--- config.mk ---
export PLATFORM = sky130hd
export DESIGN_NAME = tx_frame_arbiter
export DESIGN_NICKNAME = d
export VERILOG_FILES = /design/src/rtl/tx_frame_arbiter.sv
export SDC_FILE = /design/constraint.sdc
export NUM_CORES = 1
export LEC_CHECK = 0
export ABC_AREA = 1
export CORE_ASPECT_RATIO = 0.8
export CORE_UTILIZATION = 49
export CTS_BUF_LIST = sky130_fd_sc_hd__clkbuf_16
export DETAILED_ROUTE_END_ITERATION = 8
export PLACE_DENSITY = 0.78
export SYNTH_ARGS = -nofsm -noshare
export SYNTH_HDL_FRONTEND = slang
export SYNTH_SLANG_ARGS = --single-unit
--- constraint.sdc ---
create_clock -name clk -period 3.3 [get_ports clk]
set_input_delay 0.495 -clock clk [delete_from_list [all_inputs] [get_ports clk]]
set_output_delay 0.495 -clock clk [all_outputs]
set_load 0.01 [all_outputs]
--- src/rtl/tx_frame_arbiter.sv ---
// tx_frame_arbiter
//  Shares one MAC TX byte path between two frame sources, one whole frame at a
//  time, with round-robin grant. It zero-pads runts to MIN_LEN, forces an
//  inter-frame gap after each sent frame, and drains frames of illegal length
//  without sending them.
module tx_frame_arbiter #(
  parameter int DATA_W     = 8,
  parameter int MIN_LEN    = 60,
  parameter int MAX_LEN    = 1514,
  parameter int IFG_CYCLES = 12
) (
  input  logic              clk,
  input  logic              rst,
  input  logic              req0,
  input  logic              req1,
  input  logic [15:0]       len0,
  input  logic [15:0]       len1,
  input  logic [DATA_W-1:0] data0,
  input  logic [DATA_W-1:0] data1,
  output logic              next0,
  output logic              next1,
  output logic [DATA_W-1:0] tx_data_o,
  output logic              tx_valid_o,
  output logic              tx_last_o,
  input  logic              tx_mac_ready,
  output logic [1:0]        grant_o,
  output logic              drop_o,
  output logic              busy_o
);

  localparam logic [15:0] MIN_L = 16'(MIN_LEN);
  localparam logic [15:0] MAX_L = 16'(MAX_LEN);
  localparam logic [15:0] IFG_L = 16'(IFG_CYCLES);

  typedef enum logic [2:0] {IDLE, SEND, PAD, IFG, DROP} state_t;

  state_t            state;
  logic              sel;       // source that owns the current frame
  logic              rr_last;   // source served most recently
  logic [15:0]       len_q;     // latched length of the current frame
  logic [15:0]       total_q;   // bytes to put on the wire (len padded to MIN_LEN)
  logic [15:0]       cnt;       // bytes loaded so far (SEND/PAD) or pops issued (DROP)
  logic [15:0]       ifg_cnt;

  logic              any_req;
  logic              pick;
  logic [15:0]       pick_len;
  logic [15:0]       pick_total;
  logic              pick_legal;
  logic [DATA_W-1:0] pick_data;
  logic [DATA_W-1:0] cur_data;
  logic [15:0]       drop_n;
  logic              xfer;
  logic              pop;
  logic              pop_src;

  // Arbitration and source selection for the frame that would start this cycle
  always_comb begin
    any_req    = req0 | req1;
    pick       = (req0 & req1) ? ~rr_last : req1;
    pick_len   = pick ? len1 : len0;
    pick_total = (pick_len < MIN_L) ? MIN_L : pick_len;
    pick_legal = (pick_len != 16'd0) && (pick_len <= MAX_L);
    pick_data  = pick ? data1 : data0;
    cur_data   = sel ? data1 : data0;
    drop_n     = (len_q == 16'd0) ? 16'd1 : len_q;
    xfer       = tx_valid_o & tx_mac_ready;
  end

  // Pop strobe is combinational so a first-word-fall-through source presents
  // the following byte in time for back-to-back transfers; gated by reset so an
  // aborted frame never consumes source data
  always_comb begin
    pop     = 1'b0;
    pop_src = sel;
    if (rst) begin
      case (state)
        IDLE: begin
          pop     = any_req & pick_legal;
          pop_src = pick;
        end
        SEND:    pop = xfer && (cnt < len_q);
        DROP:    pop = 1'b1;
        default: pop = 1'b0;
      endcase
    end
    next0 = pop & ~pop_src;
    next1 = pop & pop_src;
  end

  assign busy_o = (state != IDLE);

  // Frame state machine with registered MAC-side outputs
  always_ff @(posedge clk) begin
    if (!rst) begin
      state      <= IDLE;
      sel        <= 1'b0;
      rr_last    <= 1'b1;
      len_q      <= 16'd0;
      total_q    <= 16'd0;
      cnt        <= 16'd0;
      ifg_cnt    <= 16'd0;
      tx_data_o  <= '0;
      tx_valid_o <= 1'b0;
      tx_last_o  <= 1'b0;
      grant_o    <= 2'b00;
      drop_o     <= 1'b0;
    end else begin
      drop_o <= 1'b0;
      case (state)
        IDLE: begin
          if (any_req) begin
            sel     <= pick;
            rr_last <= pick;
            len_q   <= pick_len;
            total_q <= pick_total;
            grant_o <= pick ? 2'b10 : 2'b01;
            if (pick_legal) begin
              tx_data_o  <= pick_data;
              tx_valid_o <= 1'b1;
              tx_last_o  <= (pick_total == 16'd1);
              cnt        <= 16'd1;
              state      <= SEND;
            end else begin
              drop_o <= 1'b1;
              cnt    <= 16'd0;
              state  <= DROP;
            end
          end
        end

        SEND: begin
          if (xfer) begin
            if (cnt == total_q) begin
              tx_data_o  <= '0;
              tx_valid_o <= 1'b0;
              tx_last_o  <= 1'b0;
              grant_o    <= 2'b00;
              ifg_cnt    <= 16'd0;
              state      <= IFG;
            end else if (cnt < len_q) begin
              tx_data_o <= cur_data;
              tx_last_o <= ((cnt + 16'd1) == total_q);
              cnt       <= cnt + 16'd1;
            end else begin
              // source exhausted but frame still short of MIN_LEN
              tx_data_o <= '0;
              tx_last_o <= ((cnt + 16'd1) == total_q);
              cnt       <= cnt + 16'd1;
              state     <= PAD;
            end
          end
        end

        PAD: begin
          if (xfer) begin
            if (cnt == total_q) begin
              tx_data_o  <= '0;
              tx_valid_o <= 1'b0;
              tx_last_o  <= 1'b0;
              grant_o    <= 2'b00;
              ifg_cnt    <= 16'd0;
              state      <= IFG;
            end else begin
              tx_data_o <= '0;
              tx_last_o <= ((cnt + 16'd1) == total_q);
              cnt       <= cnt + 16'd1;
            end
          end
        end

        IFG: begin
          // a zero-length gap still spends this one clock before IDLE
          if ((ifg_cnt + 16'd1) >= IFG_L) begin
            state <= IDLE;
          end else begin
            ifg_cnt <= ifg_cnt + 16'd1;
          end
        end

        DROP: begin
          // one pop per clock; a zero-length descriptor still needs one pop
          if (({1'b0, cnt} + 17'd1) >= {1'b0, drop_n}) begin
            grant_o <= 2'b00;
            state   <= IDLE;
          end else begin
            cnt <= cnt + 16'd1;
          end
        end

        default: begin
          tx_valid_o <= 1'b0;
          grant_o    <= 2'b00;
          state      <= IDLE;
        end
      endcase
    end
  end

endmodule

## Yosys cells after proc, flatten, opt, wreduce, memory -nomap -nowiden

Cells that the tools add are included.

| word-level totals | value |
|---|---|
| bits in registers | 82 |
| input bits | 53 |
| output and inout bits | 16 |
| logic and storage cells | 125 |

| cells by class | value |
|---|---|
| $add $sub $neg | 3 |
| order comparisons | 5 |
| equal/unequal tests | 20 |
| multiplexer cells | 54 |
| bitwise gates (word level) | 10 |
| reductions and logical operators | 21 |

Operators by type and width:

| cell | number |
|---|---|
| $mux 16 | 10 |
| $mux 8 | 8 |
| $pmux 16 s3 | 1 |
| $add 16x1->16 const B | 2 |
| $eq 16x16->1 | 2 |
| $pmux 16 s2 | 1 |
| $mux 3 | 9 |
| $pmux 8 s3 | 1 |
| $ne 2x2->1 const B | 10 |
| $reduce_and 5->1 | 4 |
| $add 16x1->17 const B | 1 |
| $ge 17x16->1 | 1 |
| $eq 16x1->1 const B | 1 |
| $ge 16x4->1 const B | 1 |
| $le 16x11->1 const B | 1 |
| $logic_not 16->1 | 1 |
| $lt 16x16->1 | 1 |
| $lt 16x6->1 const B | 1 |
| $reduce_bool 16->1 | 1 |
| $pmux 3 s5 | 1 |
| $mux 1 | 14 |
| $mux 2 | 5 |
| $reduce_bool 3->1 | 3 |
| $pmux 2 s4 | 1 |
| 18 further kinds | 32 |

## Longest topological paths before layout

| logic depth | value |
|---|---|
| word-level depth | 9 |
| mapped depth | 22 |
| mapped depth without buffers | 22 |

## Worst setup path before layout

OpenSTA, ideal clock, no wires.

| timing path | value |
|---|---|
| path kind | reg-to-reg |
| start point | register cnt[0] |
| end point | register cnt[1] |
| setup time | 0.070 ns |
| data arrival time | 2.929 ns |
| data required time | 3.230 ns |
| slack | 0.300 ns |
| cell stages (with the launch flop) | 18 |
| path buffers | 1 |
| period minus slack after synthesis | 3.000 ns |
| path through | dfxtp_1 > ha_1 > nand3_2 > nor2_4 > nand3_1 > nor2_1 > xor2_1 > inv_1 > ha_1 > nand2_1 > nor2_1 > and3_1 > a31oi_1 > nand3_2 > nand2_4 > clkbuf_1 > nand4_1 > a21oi_1 |

| on the way | value |
|---|---|
| cells in the longest elaborated chain, start to end | 4 |
| elaborated cells on any way between the ends | 11 |
| those cells by class | 2 x add/sub; 1 x order compare; 3 x eq/ne; 4 x mux; 1 x reduce/logical |

RTL lines:

| what | line | source |
|---|---|---|
| from (decl) | 42 | `logic [15:0] cnt;` |
| from (signal assigned) | 144 | `cnt <= cnt + 16'd1;` |
| from (signal assigned) | 149 | `cnt <= cnt + 16'd1;` |
| from (signal assigned) | 167 | `cnt <= cnt + 16'd1;` |
| $add 16x1->17 or $add 16x1->16 (tied branches) | n/a |  |
| $ge 17x16->1 or $mux 16 (tied branches) | 183, 157 |  |
| $ne 2x2->1 (no source line) or $mux 16 (tied branches) | n/a |  |
| $reduce_and 5->1 (no source line) or $pmux 16 s3 (tied branches) | n/a |  |

Several ways; a longest one is shown, not always the timed one. The select of a mux whose other input is x is not followed.
A chain may end at the register's enable or synchronous reset.

## Worst setup path in the final report

| timing path | value |
|---|---|
| start point | register cnt[2] |
| end point | register cnt[7] |

Same word-level chain as after synthesis.

==> metrics.md <==
| Metric | Value |
|---|---|
| Crit-path most repeated cell | nand3_2 |
| Worst-case clock buffer depth | 2 |
| Critical Path Max Stage Delay | 0.48 ns |
| Worst-Margin Slew | 0.5391 ns |
| CP bufs+invs | 3 |
| Die footprint | 12310 sq um |
| CTS tree | yes |
| Num CTS Buffers | 9 |
| Pwr/cell area | 660.7 nW/um^2 |
| Number of synthesized flops with an enable pin | 0 |
| Pin count of the biggest net entering global routing | 40 |
| Placer Congestion | 0.9062 |
| First-pass GRT wire length | 24.05 mm |
| Netlist Area Pre-Place | 5816 sq um |
| Fin util | 61.14% |
| Fillers | 1083 |
| # DRC | 0 |
| Setup WS post-layout | 0.2357 ns |
| Die W | 123.8 um |
| Peak VDD IR | 0.3601 mV |
| Syn Inst Count | 914 |
| Hold_buf cts | 0 |
| Maxcap violations | 0 |
| # diodes | 0 |
| Synth Register Bits | 82 |
| Hold WC Path Type | flip-flop to flip-flop |
| Global Route Usage Sum | 24.73% |
| GRT overflow | 0 |
| Worst Path Arrival | 3.34 ns |
| Layout cells sized above 1 | 8.174% |
| Fmax achieved | 0.3263 GHz |
| Initial core utilization | 50.49% |
| Vias per cell | 5.076 |
| Final setup vio count | 0 |
| P_leak | 0.003335 uW |
| Clock slew at reported path FFs | 0.06 ns |
| IO buf count | 68 |
| Sequential area share after synthesis | 28.23% |
| Fin. max-slew vios | 0 |
| Top_reg_cell synth | dfxtp_1 |
| Critical path type | flip-flop to flip-flop |
| Crit start category | flip-flop |
| Placed insts | 1122 |
| Post-Syn Area per Cell | 6.363 sq um |
| Unrepaired setup endpoints after global routing | false |
| Place WS | 0.01389 ns |
| H-Tree Depth | 3 |
| Layout area overhead | 21.08% |
| Number of global-route vias before repair | 5143 |
| Wire length per cell | 12.51 um |
| WL final | 14.25 mm |
| TritonRoute pass-1 iters | 5 |
| Nets | 1073 |
| Worst EP required | 3.57 ns |
| Critical Path Sink Type | flip-flop |
| Synth unique cells | 40 |
| Non-Filler Instances | 1139 |
| Clk_skew | 0.009391 ns |
| Initial antenna violation count | 0 |
| Final worst-path cycle share | 92.86% |
| Async SR Flop Fraction | 0% |
| Sink Count | 82 |
| Core area | 11520 sq um |
| Clk_lat worst skew | 0.34 ns |
| Post-DP HPWL | 10.85 mm |
| Iter 0 DRT Violations | 436 |
| Die Y | 99.44 um |
| Setup TNS | 0 ns |
| Top Family by Delay on Critical Path | simple AND/OR/NAND/NOR gates |
| Fin crit period | 3.064 ns |
| # rows | 35 |
| Outcome | completed |
| Slew HR | 63.97% |
| Slowest CP cell | dfxtp_1 |
| Post-route ant nets | 0 |
| Worst-path cell chain | nand3_2 -> nor2_4 -> nand2_2 -> nor2_2 -> nand2_2 -> inv_2 -> nand3_2 -> xnor2_1 -> ha_1 -> inv_1 -> o21bai_1 -> a31oi_1 -> nand3_2 -> nand2_4 -> buf_4 -> nand4_1 -> a21oi_1 |
| Syn Nets | 1001 |
| Ys Warns | 0 |
| DR vias | 5781 |
| IO Pins | 69 |
| Root Buffer | clkbuf_16 |
| Endpoints failing hold | 0 |
| Worst-path fanout max | 15 |
-- sequential cells by signal, indices dropped and copies added (netlist names) --
| name | count |
|---|---|
| tx_data_o | 8 |
| ifg_cnt | 16 |
| state | 3 |
| total_q | 16 |
| tx_valid_o | 1 |
| drop_o | 1 |
| cnt | 16 |
| len_q | 16 |
| tx_last_o | 1 |
| grant_o | 2 |
| sel | 1 |
| rr_last | 1 |
-- cell usage after synthesis, types with 3 or more instances --
cell type	n	share of area (%)
a211oi_1	4	0.52
a21oi_1	65	5.6
buf_2	4	0.34
buf_6	4	0.77
clkbuf_1	18	1.2
dfxtp_1	82	28
ha_1	34	7.3
inv_1	135	8.7
inv_2	9	0.58
nand2_1	240	15
nand2_2	6	0.65
nand3_1	39	3.4
nand3_2	5	0.86
nand4_1	28	3.0
nor2_1	93	6.0
nor2_2	8	0.86
nor2_4	3	0.58
nor3_1	18	1.5
nor3_2	3	0.52
o2111ai_1	3	0.45
o21ai_0	42	3.6
o21ai_1	9	0.77
o21ai_2	3	0.45
o21bai_1	3	0.39
xnor2_1	24	3.6
xor2_1	12	1.8
-- worst paths after layout --
check / cells after the start / start / end / slack (ns)
setup / recovery: 17 / cnt[2] / cnt[7] / 0.24
hold / removal: 2 / ifg_cnt[4] / ifg_cnt[4] / 0.46
setup reg to reg: 17 / cnt[2] / cnt[7] / 0.24
hold reg to reg: 2 / ifg_cnt[4] / ifg_cnt[4] / 0.46
-- cells by family (layout without fill, tap and decap cells) --
family	count (synthesis)	in the layout	synth area share, %
AND/OR/NAND/NOR	452	452	34.32
XOR/XNOR	36	36	5.422
adder cells (fa/ha/maj)	34	34	7.315
flip-flops	82	82	28.23
buffers and inverters	173	250	11.90
AO/OA/AOI/OAI	137	137	12.82
-- what timing repair did --
action,CTS,global route
buffers inserted,0,1
gates resized for setup,1,6
pin swaps,0,2
endpoints found under the setup margin,2,23
-- metrics by stage --
step / cell area, sq um / hold slack [ns] / power, uW
final: 7042 / 0.4555 / 4653
after global routing: 7042 / 0.4816 / 5031
after CTS: 7012 / 0.4584 / 4645
after detailed placement: 6700 / 0.4497 / 3569
after global placement: 6700 / 0.4492 / 3530
after floorplan: 5816 / 0.4287 / 2978
-- per-layer routing --
| metal | routed length [um] | share of wire [%] | global-route usage (%) | up-vias |
|---|---|---|---|---|
| met2 | 5831 | 41 | 36.37 | 178 |
| met3 | 893 | 6.3 | 4.702 | 17 |
| met5 | 0 | 0 | 0 | - |
| met1 | 7316 | 51 | 36.27 | 2524 |
| li1 | - | - | - | 3062 |
| met4 | 212 | 1.5 | 7.229 | 0 |
-- area by class of cell --
type	count	area [sq um]	share of cell area, %
Clock inverter	7	86.33	1.226
Tap cell	148	185.2	2.630
Sequential cell	82	1642	23.31
Inverter	144	540.5	7.676
Timing Repair Buffer	90	863.3	12.26
Multi-Input combinational cell	659	3500	49.70
Clock buffer	9	225.2	3.198
-- worst min-delay path, cell delays in order, from the launching register on --
cell and delay, ns:
dfxtp_1 0.31, inv_1 0.06, nor3_1 0.04
-- power breakdown --
group          internal [uW]  leakage, uW  total, uW  switching, uW
Combinational            811      0.00250       2170           1360
Sequential              1230     0.000672       1420            194
Clock                    656     0.000162       1060            406
-- placed cells by master, fill, tap and decap left out, types with 4 or more instances in the layout --
cell,n
nand2_1,240
inv_1,137
nor2_1,92
dfxtp_1,82
clkdlybuf4s50_1,66
a21oi_1,65
o21ai_0,41
nand3_1,38
ha_1,33
nand4_1,28
xnor2_1,23
buf_4,21
nor3_1,18
xor2_1,12
o21ai_1,10
nor2_2,9
inv_2,9
clkbuf_16,9
nand3_2,6
nand2_2,6
a211oi_1,4
Note: power is estimated with default switching activity, not from simulation.
